===== config.mk =====
export PLATFORM = sky130hd
export DESIGN_NAME = led_sequencer
export DESIGN_NICKNAME = d
export VERILOG_FILES = /design/src/rtl/led_sequencer.sv
export SDC_FILE = /design/constraint.sdc
export NUM_CORES = 1
export LEC_CHECK = 0
export BUFFER_PORTS_ARGS = -buffer_cell sky130_fd_sc_hd__buf_2
export CORE_ASPECT_RATIO = 0.75
export CORE_MARGIN = 8
export CORE_UTILIZATION = 31
export CTS_CLUSTER_DIAMETER = 120
export DETAILED_ROUTE_END_ITERATION = 8
export SETUP_SLACK_MARGIN = 0.15
export SLEW_MARGIN = 20
export SYNTH_ARGS = -nofsm -noshare
export SYNTH_HDL_FRONTEND = slang
export SYNTH_SLANG_ARGS = --single-unit

===== constraint.sdc =====
create_clock -name clk -period 3.55 [get_ports clk]
set_input_delay 0.355 -clock clk [delete_from_list [all_inputs] [get_ports clk]]
set_output_delay 0.355 -clock clk [all_outputs]
set_load 0.01 [all_outputs]

===== src/rtl/led_sequencer.sv =====
// -----------------------------------------------------------------------------
// led_sequencer
//
// Drives a bank of LEDs with one of four selectable patterns. The pattern
// advances once per prescaler tick.
//
// Patterns:
//   - Johnson trail, shifting right or left.
//   - Single-hot bounce between the two end LEDs.
//   - Binary up/down count.
//   - Freeze: the current LEDs are held.
//
// Parameters:
//   WIDTH         number of LED outputs (2..32)
//   PRESCALE_BITS width of the step-period prescaler (1..32)
//
// Ports:
//   clk     single clock; all state changes on its rising edge
//   rst     asynchronous, active-high reset
//   mode    pattern select
//             00 Johnson
//             01 bounce
//             10 binary count
//             11 freeze
//   dir     0 = right / count up, 1 = left / count down
//           (ignored in bounce and freeze)
//   period  step interval minus one, in clk cycles
//   leds    current pattern, straight from a register
//   step    one-cycle pulse, coincident with each new leds value
// -----------------------------------------------------------------------------
module led_sequencer #(
  parameter int WIDTH         = 6,
  parameter int PRESCALE_BITS = 23
) (
  input  logic                     clk,
  input  logic                     rst,
  input  logic [1:0]               mode,
  input  logic                     dir,
  input  logic [PRESCALE_BITS-1:0] period,
  output logic [WIDTH-1:0]         leds,
  output logic                     step
);

  localparam logic [1:0] MODE_JOHNSON = 2'b00;
  localparam logic [1:0] MODE_BOUNCE  = 2'b01;
  localparam logic [1:0] MODE_COUNT   = 2'b10;
  localparam logic [1:0] MODE_FREEZE  = 2'b11;

  localparam logic [WIDTH-1:0] LEDS_ONEHOT0 = WIDTH'(1);

  logic [PRESCALE_BITS-1:0] count_q, count_d;
  logic [WIDTH-1:0]         leds_q, leds_d;
  logic [1:0]               mode_q, mode_d;
  logic                     up_q, up_d;
  logic                     step_q, step_d;
  logic                     tick;

  // The >= compare (rather than ==) makes a period that is lowered below
  // the running count tick on the very next edge. It also prevents the
  // count from wrapping through the full 2^PRESCALE_BITS range.
  assign tick = (count_q >= period);

  always_comb begin
    count_d = count_q;
    leds_d  = leds_q;
    mode_d  = mode_q;
    up_d    = up_q;
    step_d  = 1'b0;

    if (mode != mode_q) begin
      // A mode change reloads the pattern and wins over a coincident tick.
      mode_d  = mode;
      count_d = '0;
      up_d    = 1'b1;
      unique case (mode)
        MODE_JOHNSON, MODE_BOUNCE: leds_d = LEDS_ONEHOT0;
        MODE_COUNT:                leds_d = '0;
        default:                   leds_d = leds_q;
      endcase
    end else if (mode_q == MODE_FREEZE) begin
      count_d = '0;
    end else if (tick) begin
      count_d = '0;
      step_d  = 1'b1;
      unique case (mode_q)
        MODE_JOHNSON: begin
          if (dir) leds_d = {leds_q[WIDTH-2:0], ~leds_q[WIDTH-1]};
          else     leds_d = {~leds_q[0], leds_q[WIDTH-1:1]};
        end
        MODE_BOUNCE: begin
          // The flag flips on the step that lands on an end LED. This
          // lights each end LED for exactly one step.
          if (up_q) begin
            leds_d = leds_q << 1;
            if (leds_d[WIDTH-1]) up_d = 1'b0;
          end else begin
            leds_d = leds_q >> 1;
            if (leds_d[0]) up_d = 1'b1;
          end
        end
        default: begin
          if (dir) leds_d = leds_q - WIDTH'(1);
          else     leds_d = leds_q + WIDTH'(1);
        end
      endcase
    end else begin
      count_d = count_q + PRESCALE_BITS'(1);
    end
  end

  always_ff @(posedge clk or posedge rst) begin
    if (rst) begin
      count_q <= '0;
      leds_q  <= LEDS_ONEHOT0;
      mode_q  <= MODE_JOHNSON;
      up_q    <= 1'b1;
      step_q  <= 1'b0;
    end else begin
      count_q <= count_d;
      leds_q  <= leds_d;
      mode_q  <= mode_d;
      up_q    <= up_d;
      step_q  <= step_d;
    end
  end

  assign leds = leds_q;
  assign step = step_q;

endmodule


==> flow_summary.yaml <==
outcome:
  status: "completed"
clock_tree:
  htreeDepth: 2
  cts_tree: "done"
  cts.path.max_buffers: 2
  cts.repair.resized: 0
  numCtsBuffers: 5
  cts_root_buf: "clkbuf_8"
  cts.sinks: 33
  hold_buffers: 0
  path_clk_slew_ps: 70
  clk_latency_ps: 280
  post-cts-setup-buffers: 0
grt:
  grt_pass1_wl_mm: 8.67
  grt_max_degree: 34
  antenna_found_initial: 0
  grt_overflow: 0
  grt_usage_pct: 10.1
  first_global_vias: 1826
flow_run:
  maxCapViolations: 0
worst_setup_path:
  crit_type: "register to register"
  crit_path_start_kind: "register"
  rr_startpoint: "count_q[16]$_DFF_PP0_"
  reg2reg_depth: 8
  ff2ff_setup_slack_ps: 910
  rr_endpoint: "count_q[3]$_DFF_PP0_"
  endpoint_kind: "register"
  critPathArrivalTime_ps: 2810
  crit_required_ps: 3710
  cp_max_fo: 23
layout:
  antenna_cells: 0
  synthToLayoutAreaGrowth_pct: 14.5
  fillerInstances: 769
  drive_gt1_share_pct: 19.4
  nNetsFinal: 345
synth:
  synth_edf_count: 0
  ys.flop_type: "dfrtp_1"
  synth-seq-cells: 33
  yosysSeqAreaShare_pct: 34.9
  synth_area_sq_mm: 0.00237
  synthArstFlopShare_pct: 100
  avgSynthCellArea_sq_um: 9.31
  post_synth_inst_count: 255
  synth_cell_types: 41
  yosys_warnings: 0
  syn_nets: 312
sta:
  finClkSkew_ps: 4.36
  setup_viol: 0
  fin_hold_ws_ps: 153
  max_freq_ghz: 0.378
  fin_setup_tns_ps: 0
  rsz0062_at_grt: "no"
  timing.final.hold_violations: 0
  period_share_pct: 74.5
  tightestPinTransition_ps: 515
  relSlewSlack_pct: 64.7
  fin_crit_ps: 2640
  drv_slew: 0
detailed_routing:
  vias: 1797
  routed_wl_mm: 4.95
  drtIter0Drc: 115
  wl_per_cell_um: 12.7
  vias_per_cell: 4.61
  drcViolationCount: 0
  firstDrtPassIters: 4
  ant_nets: 0
power_and_ir_drop:
  max-vdd-ir-drop_mv: 0.110
  power_density_mw_per_mm2: 289
  leakagePower_nw: 1.37
  p_total_mw: 0.785
die:
  core_sq_mm: 0.00740
  fp.dieW_um: 117
  start_util_pct: 32.1
  ioPinCount: 35
  rows: 27
  die-area_sq_mm: 0.0107
  die_height_um: 91.8
min_path:
  hold_class: "input pin to async pin"
placed_design:
  hpwl_mm: 3.81
  numPortBuffers: 34
  gp_congestion: 0.805
==> worst max-delay path, cell delays in order, from the launching register on <==
cell and delay, ps:
dfrtp_1 430, ha_1 310, nand4_1 150, nor4_1 490, o2111ai_1 190, a21oi_1 170
or4_1 280, nand2b_4 390, nor2_1 90
==> through the flow <==
stage,utilization [%],cell area [sq um],setup slack [ps],instances
after floorplan,-,2370,1280,255
after global placement,35.5,2630,985,382
after detailed placement,35.5,2630,868,382
after CTS,36.7,2720,884,390
after global routing,36.7,2720,694,390
final,36.7,2720,906,390
==> Yosys cell counts, types with 2 or more instances <==
cell type	number	area, sq um
a211oi_1	2	15.0
a21oi_1	16	80.1
o21ai_0	5	25.0
a22o_1	2	17.5
buf_6	2	22.5
and4_1	5	43.8
and3_1	5	31.3
dfstp_2	2	52.6
o2bb2ai_1	4	35.0
nand3_1	10	50.1
nand2_1	11	41.3
inv_1	28	105
nand4_1	5	31.3
nor2b_1	2	12.5
dfrtp_1	31	776
clkbuf_1	5	18.8
a21o_1	5	37.5
xor2_1	15	131
mux2i_1	7	70.1
ha_1	28	350
nor2_2	10	62.6
xnor2_1	13	114
nor2_1	24	90.1
==> state kept, by name, indices dropped and copies added, names as in the netlist <==
register,flops
count_q,23
step,1
leds,6
up_q,1
mode_q,2
==> cells by family (layout without fill, tap and decap cells) <==
group / after synthesis / in the layout / synth area share [%]
flip-flops: 33 / 33 / 34.9
multiplexers: 7 / 7 / 2.95
AO/OA/AOI/OAI: 42 / 42 / 11.7
adder cells (fa/ha/maj): 29 / 29 / 15.6
AND/OR/NAND/NOR: 79 / 79 / 18.0
buffers and inverters: 37 / 71 / 6.54
XOR/XNOR: 28 / 28 / 10.3
==> worst max-delay path by stage <==
stage / start / end / slack (ps) / cells past startpoint
2_1_floorplan: period[9] / count_q[15]$_DFF_PP0_ / 1280 / 11
3_3_place_gp: period[12] / count_q[17]$_DFF_PP0_ / 990 / 10
3_5_place_dp: period[18] / count_q[12]$_DFF_PP0_ / 870 / 10
4_1_cts: count_q[16]$_DFF_PP0_ / count_q[12]$_DFF_PP0_ / 880 / 8
5_1_grt: count_q[18]$_DFF_PP0_ / count_q[12]$_DFF_PP0_ / 690 / 8
6_report: count_q[16]$_DFF_PP0_ / count_q[3]$_DFF_PP0_ / 910 / 8
==> area by class of cell <==
class | count | area [sq um] | share of cell area [%]
Clock buffer | 8 | 90.1 | 3.31
Inverter | 28 | 105 | 3.87
Multi-Input combinational cell | 185 | 1390 | 51.2
Sequential cell | 33 | 828 | 30.5
Tap cell | 101 | 126 | 4.65
Timing Repair Buffer | 35 | 178 | 6.54
==> cell usage in the layout (no fill, tap or decap), types with 10 or more instances in the layout <==
cell type,count
nor2_2,10
dfrtp_1,31
nor2_1,24
nand3_1,10
ha_1,28
a21oi_1,16
nand2_1,11
inv_1,28
xor2_1,15
xnor2_1,13
buf_2,34
==> routing by layer <==
layer  track usage [%]  part of all wire [%]
met3              3.01                   5.3
met1              14.1                    53
met2              14.2                    41
met4              3.83                   1.4
met5                 0                     0
==> power breakdown <==
| part | switching [mW] | internal [mW] |
|---|---|---|
| clock | 0.131 | 0.158 |
| sequential | 0.0107 | 0.382 |
| combinational | 0.0590 | 0.0442 |
No activity file was read; power rests on OpenSTA's default activity.
